## src/rtl/regfile_wb_arbiter_if.sv

```systemverilog
// Writeback arbiter bus: decode issue/hazard query, EXU/LSU writeback requests
// and the register-file write port.
interface regfile_wb_arbiter_if #(
   parameter int unsigned XLEN = 64
);
   logic            issue_valid;
   logic [4:0]      issue_rd;
   logic            issue_ready;
   logic [4:0]      rs1;
   logic [4:0]      rs2;
   logic            rs1_busy;
   logic            rs2_busy;
   logic            exu_valid;
   logic [4:0]      exu_rd;
   logic [XLEN-1:0] exu_wdata;
   logic            exu_ready;
   logic            lsu_valid;
   logic [4:0]      lsu_rd;
   logic [XLEN-1:0] lsu_wdata;
   logic            lsu_ready;
   logic            reg_wen;
   logic [4:0]      rd;
   logic [XLEN-1:0] rd_wdata;

   // Arbiter side
   modport slave (
      input  issue_valid, issue_rd, rs1, rs2,
      input  exu_valid, exu_rd, exu_wdata,
      input  lsu_valid, lsu_rd, lsu_wdata,
      output issue_ready, rs1_busy, rs2_busy,
      output exu_ready, lsu_ready,
      output reg_wen, rd, rd_wdata
   );

   // Decode / requester / register-file side
   modport master (
      output issue_valid, issue_rd, rs1, rs2,
      output exu_valid, exu_rd, exu_wdata,
      output lsu_valid, lsu_rd, lsu_wdata,
      input  issue_ready, rs1_busy, rs2_busy,
      input  exu_ready, lsu_ready,
      input  reg_wen, rd, rd_wdata
   );
endinterface

```

## src/rtl/regfile_wb_arbiter.sv

```systemverilog
// Round-robin EXU/LSU arbiter for the single register-file write port, plus a
// busy-bit scoreboard of pending destination registers for RAW stall detection.
module regfile_wb_arbiter #(
   parameter int unsigned XLEN = 64,
   parameter int unsigned NREG = 32
) (
   input logic                  clock,
   input logic                  reset,
   regfile_wb_arbiter_if.slave  bus
);
   localparam int unsigned RW = $clog2(NREG);

   typedef enum logic {
      GNT_EXU = 1'b0,
      GNT_LSU = 1'b1
   } grant_e;

   grant_e          r_last_grant;
   logic [NREG-1:0] r_busy;
   logic            r_reg_wen;
   logic [RW-1:0]   r_rd;
   logic [XLEN-1:0] r_rd_wdata;

   logic            w_exu_gnt;
   logic            w_lsu_gnt;
   logic            w_hs;
   logic [RW-1:0]   w_hs_rd;
   logic [XLEN-1:0] w_hs_data;
   logic            w_issue_ready;
   logic [NREG-1:0] w_set;
   logic [NREG-1:0] w_clr;
   logic [NREG-1:0] w_busy_nxt;

   // Grant depends only on the valids and the previous winner
   always_comb begin
      w_exu_gnt = 1'b0;
      w_lsu_gnt = 1'b0;
      if (bus.exu_valid && bus.lsu_valid) begin
         if (r_last_grant == GNT_LSU) w_exu_gnt = 1'b1;
         else                         w_lsu_gnt = 1'b1;
      end else begin
         w_exu_gnt = bus.exu_valid;
         w_lsu_gnt = bus.lsu_valid;
      end
   end

   assign w_hs      = w_exu_gnt | w_lsu_gnt;
   assign w_hs_rd   = w_lsu_gnt ? RW'(bus.lsu_rd)      : RW'(bus.exu_rd);
   assign w_hs_data = w_lsu_gnt ? XLEN'(bus.lsu_wdata) : XLEN'(bus.exu_wdata);

   assign w_issue_ready = (bus.issue_rd == 5'd0) || !r_busy[RW'(bus.issue_rd)];

   assign bus.issue_ready = w_issue_ready;
   assign bus.rs1_busy    = (bus.rs1 != 5'd0) && r_busy[RW'(bus.rs1)];
   assign bus.rs2_busy    = (bus.rs2 != 5'd0) && r_busy[RW'(bus.rs2)];
   assign bus.exu_ready   = w_exu_gnt;
   assign bus.lsu_ready   = w_lsu_gnt;
   assign bus.reg_wen     = r_reg_wen;
   assign bus.rd          = 5'(r_rd);
   assign bus.rd_wdata    = r_rd_wdata;

   // Scoreboard next state: a same-cycle set overrides a clear
   always_comb begin
      w_set = '0;
      w_clr = '0;
      if (bus.issue_valid && w_issue_ready && (bus.issue_rd != 5'd0))
         w_set[RW'(bus.issue_rd)] = 1'b1;
      if (w_hs && (w_hs_rd != '0))
         w_clr[w_hs_rd] = 1'b1;
      w_busy_nxt    = (r_busy & ~w_clr) | w_set;
      w_busy_nxt[0] = 1'b0;
   end

   always_ff @(posedge clock or posedge reset) begin
      if (reset) begin
         r_busy       <= '0;
         r_last_grant <= GNT_LSU;
         r_reg_wen    <= 1'b0;
         r_rd         <= '0;
         r_rd_wdata   <= '0;
      end else begin
         r_busy    <= w_busy_nxt;
         r_reg_wen <= w_hs && (w_hs_rd != '0);
         if (w_hs) begin
            r_last_grant <= w_lsu_gnt ? GNT_LSU : GNT_EXU;
            r_rd         <= w_hs_rd;
            r_rd_wdata   <= w_hs_data;
         end
      end
   end
endmodule

```

## src/flat_wrapper.sv

```systemverilog
// flat-port wrapper written by rule: the top's interface ports become plain ports
module regfile_wb_arbiter_flat 
#(
   parameter int unsigned XLEN = 64,
   parameter int unsigned NREG = 32
)
  (clock, reset, bus_issue_valid, bus_issue_rd, bus_rs1, bus_rs2, bus_exu_valid, bus_exu_rd, bus_exu_wdata, bus_lsu_valid, bus_lsu_rd, bus_lsu_wdata, bus_issue_ready, bus_rs1_busy, bus_rs2_busy, bus_exu_ready, bus_lsu_ready, bus_reg_wen, bus_rd, bus_rd_wdata);
  regfile_wb_arbiter_if #(.XLEN(XLEN)) bus_i ();
  input logic clock;
  input logic reset;
  input wire logic [$bits(bus_i.issue_valid)-1:0] bus_issue_valid;
  input wire logic [$bits(bus_i.issue_rd)-1:0] bus_issue_rd;
  input wire logic [$bits(bus_i.rs1)-1:0] bus_rs1;
  input wire logic [$bits(bus_i.rs2)-1:0] bus_rs2;
  input wire logic [$bits(bus_i.exu_valid)-1:0] bus_exu_valid;
  input wire logic [$bits(bus_i.exu_rd)-1:0] bus_exu_rd;
  input wire logic [$bits(bus_i.exu_wdata)-1:0] bus_exu_wdata;
  input wire logic [$bits(bus_i.lsu_valid)-1:0] bus_lsu_valid;
  input wire logic [$bits(bus_i.lsu_rd)-1:0] bus_lsu_rd;
  input wire logic [$bits(bus_i.lsu_wdata)-1:0] bus_lsu_wdata;
  output wire logic [$bits(bus_i.issue_ready)-1:0] bus_issue_ready;
  output wire logic [$bits(bus_i.rs1_busy)-1:0] bus_rs1_busy;
  output wire logic [$bits(bus_i.rs2_busy)-1:0] bus_rs2_busy;
  output wire logic [$bits(bus_i.exu_ready)-1:0] bus_exu_ready;
  output wire logic [$bits(bus_i.lsu_ready)-1:0] bus_lsu_ready;
  output wire logic [$bits(bus_i.reg_wen)-1:0] bus_reg_wen;
  output wire logic [$bits(bus_i.rd)-1:0] bus_rd;
  output wire logic [$bits(bus_i.rd_wdata)-1:0] bus_rd_wdata;
  assign bus_i.issue_valid = bus_issue_valid;
  assign bus_i.issue_rd = bus_issue_rd;
  assign bus_i.rs1 = bus_rs1;
  assign bus_i.rs2 = bus_rs2;
  assign bus_i.exu_valid = bus_exu_valid;
  assign bus_i.exu_rd = bus_exu_rd;
  assign bus_i.exu_wdata = bus_exu_wdata;
  assign bus_i.lsu_valid = bus_lsu_valid;
  assign bus_i.lsu_rd = bus_lsu_rd;
  assign bus_i.lsu_wdata = bus_lsu_wdata;
  assign bus_issue_ready = bus_i.issue_ready;
  assign bus_rs1_busy = bus_i.rs1_busy;
  assign bus_rs2_busy = bus_i.rs2_busy;
  assign bus_exu_ready = bus_i.exu_ready;
  assign bus_lsu_ready = bus_i.lsu_ready;
  assign bus_reg_wen = bus_i.reg_wen;
  assign bus_rd = bus_i.rd;
  assign bus_rd_wdata = bus_i.rd_wdata;
  regfile_wb_arbiter #(.XLEN(XLEN), .NREG(NREG)) u_core (.clock(clock), .reset(reset), .bus(bus_i));
endmodule
```

## config.mk

```make
export PLATFORM = sky130hd
export DESIGN_NAME = regfile_wb_arbiter_flat
export DESIGN_NICKNAME = d
export VERILOG_FILES = /design/src/rtl/regfile_wb_arbiter_if.sv /design/src/rtl/regfile_wb_arbiter.sv /design/src/flat_wrapper.sv
export SDC_FILE = /design/constraint.sdc
export NUM_CORES = 1
export LEC_CHECK = 0
export ABC_CLOCK_PERIOD_IN_PS = 3400
export CELL_PAD_IN_SITES_DETAIL_PLACEMENT = 0
export CELL_PAD_IN_SITES_GLOBAL_PLACEMENT = 2
export CORE_ASPECT_RATIO = 0.5
export CORE_MARGIN = 4
export CORE_UTILIZATION = 23
export DETAILED_ROUTE_END_ITERATION = 16
export GPL_ROUTABILITY_DRIVEN = 1
export PLACE_DENSITY_LB_ADDON = 0.1
export SLEW_MARGIN = 20
export SYNTH_ARGS = -nofsm -noshare
export SYNTH_HDL_FRONTEND = slang
export SYNTH_SLANG_ARGS = --single-unit
```

## constraint.sdc

```tcl
create_clock -name clock -period 3.4 [get_ports clock]
set_clock_uncertainty 0.05 [all_clocks]
set_input_delay 0.68 -clock clock [delete_from_list [all_inputs] [get_ports clock]]
set_output_delay 0.68 -clock clock [all_outputs]
set_load 0.01 [all_outputs]
```

==> reports/results.ini <==
[synth]
async_reset_ff_frac=1.00
ys_warn_count=0
synth_top_flop_cell=dfrtp_1
synth_area_sq_um=5610
syn-num-nets=740
yosys.cell_types.count=52
synth-edff-count=0
synth_cells=582
ys_ff_latch=102
seq_area_frac_synth=0.455
avgSynthCellArea_sq_um=9.64

[timing]
setup_viol=0
worstMarginPinSlew_ns=0.832
finalCritPeriodShare=0.973
drv_slew=0
fin_setup_tns_ns=0
relSlewSlack=0.430
finalCriticalPeriod_ns=3.31
fin_hold_ws_ns=0.441
grt_setup_unrepaired=no
hold_viol=0
fmax_ghz=0.302

[floorplan]
fp-row-count=40
dieArea_sq_um=27100
io_pins=233
die_y_um=118
initial_utilization=0.234
coreArea_sq_um=24000
die_w_um=229

[layout]
fin_nets=983
n_antenna_cell=0
drive_gt1_frac=0.133
area_delta_synth_final_pct=57.3
regArea_sq_um=2550
instances_no_fill=1145
final_area_sq_um=8820
multi_input_area_sq_um=2870
final_cell_mix=226 x clkdlybuf4s50_1, 148 x nor2_1, 101 x dfrtp_1
fill_cells=2445
final_common_cell=clkdlybuf4s50_1

[worst_setup_path]
slowest_delay_ns=0.51
cp_max_fo=9
worstSetupEndpointType=output port
cp.required_ns=2.67
crit_slowest_cell=clkdlybuf4s50_1
critPathBufInv=3
path_cells=clkdlybuf4s50_1, buf_12, mux4_2, nor3b_2, o21ai_0, and4_1, dlygate4sd2_1
cp_num_cells=7
crit_family=buffers and inverters
r2r_cells=6
rrSetupSlack_ns=1.07
cp.arrival_ns=2.58
crit_path_start_kind=input port
critPathKind=input port to output port
rr_endpoint=u_core.r_busy[28]
r2r_start=u_core.r_last_grant

[clock_network]
insertion_delay_ns=0.34
cts_root_buffer=clkbuf_16
cts_tree=yes
cts_made_buffers=9
cts_buffer_depth=2
clkTransAtPathRegs_ns=0.07
cts.sinks=102
htree_levels=3

[power]
p_leak_nw=3.50
vdd.ir_drop.worst_mv=0.221
power_density_nw_per_um2=459

[global_routing]
grt_pass1_wl_mm=34.9
grt_overflow=0
grt_max_degree=65
grt_util_all_layers=0.166
grt_pass1_vias=5749
antenna_found_initial=3

[worst_hold_path]
hp-start=u_core.r_last_grant
min_to=u_core.r_last_grant
worstHoldPathCells=2
hold_path_class=flip-flop to flip-flop

[route]
drt_iter0_drc=215
ant_nets=0
route.detailed.drc=0
dr_total_vias=5555
routed_via_density=4.85
first_pass_iters=6
wl_per_cell_um=19.7
drt-total-wl_mm=22.6

[place]
dpl.cell_count=1129
hpwl_mm=17.4
place_area_sq_um=8500
routabilityCongestion=0.826
portBuffers=232

[flow_run]
timing.max_cap.violations=0

[outcome]
status=finished clean

report_power, final:
part	total (W)	internal, W	switching [W]
Combinational	0.00131	0.000751	0.000558
Clock	0.00106	0.000569	0.000491
Sequential	0.00168	0.00143	0.000250
Total	0.00405	0.00275	0.00130
worst max-delay path by stage:
stage / start / end / slack, ns
floorplan: bus_issue_rd[0] / bus_issue_ready / 0.44
global placement: bus_issue_rd[0] / bus_issue_ready / -0.64
detailed placement: bus_issue_rd[0] / bus_issue_ready / -0.56
CTS: bus_rs1[2] / bus_rs1_busy / 0.002
global route: bus_rs2[0] / bus_rs2_busy / 0.002
finish: bus_rs2[0] / bus_rs2_busy / 0.09
state kept, by name (all words and copies together) (netlist names):
signal	cells
u_core.bus.rd_wdata	64
u_core.r_last_grant	1
u_core.bus.rd	5
u_core.r_busy	31
u_core.bus.reg_wen	1
cell usage after synthesis (4+ instances only):
cell	count	share of area
nand4_1	7	0.0078
nor3_1	6	0.0054
mux2_2	16	0.032
a31oi_1	6	0.0067
dfrtp_1	101	0.45
mux4_2	18	0.072
o41ai_1	12	0.019
o21ai_0	11	0.0098
and3_1	4	0.0045
nor2_1	148	0.099
o211ai_1	8	0.011
nand2b_1	6	0.0067
nand2_1	28	0.019
nand3_1	11	0.0098
nor2b_1	9	0.010
a32o_1	8	0.014
o22ai_1	64	0.071
mux2i_1	16	0.029
a22o_1	8	0.012
buf_2	9	0.0080
inv_1	8	0.0054
buf_1	11	0.0074
clkbuf_1	20	0.013
cells by family after synthesis:
family / count (synthesis) / synth area share
buffers and inverters: 50 / 0.0375
multiplexers: 52 / 0.138
AND/OR/NAND/NOR: 243 / 0.199
flip-flops: 102 / 0.455
AO/OA/AOI/OAI: 135 / 0.170
per-stage QoR:
stage	power [W]	setup WS [ns]	util
6_report	0.00405	0.0906	0.368
5_1_grt	0.00428	0.00223	0.368
4_1_cts	0.00411	0.00157	0.368
3_5_place_dp	0.00302	-0.556	0.354
3_3_place_gp	0.00303	-0.637	0.354
2_1_floorplan	0.00223	0.444	-
per-layer routing:
metal  up-vias  share of wire  global-route usage
met2       142           0.51               0.291
met4         6          0.012              0.0281
li1       2644              -                   -
met1      2739           0.42               0.207
met3        24          0.059              0.0482
met5         -         0.0015                   0
tightest hold or removal path, cell delays in order, from the launching register on:
cell,delay [ns]
dfstp_2,0.38
inv_1,0.04
o21ai_0,0.06
cell type report:
class | count | area share
Clock buffer | 12 | 0.0302
Clock inverter | 4 | 0.00411
Inverter | 8 | 0.00383
Multi-Input combinational cell | 430 | 0.326
Sequential cell | 102 | 0.289
Tap cell | 315 | 0.0447
Timing Repair Buffer | 274 | 0.302
timing repair:
| action | in CTS | in global routing |
|---|---|---|
| endpoints found under the hold margin | 0 | 0 |
| setup buffers | 0 | 0 |
| hold buffers | 0 | 0 |
| setup endpoints to repair | 3 | 2 |
| gates resized for setup | 11 | 5 |
| gates cloned | 0 | 0 |
Power figures use the tool's default switching activity.
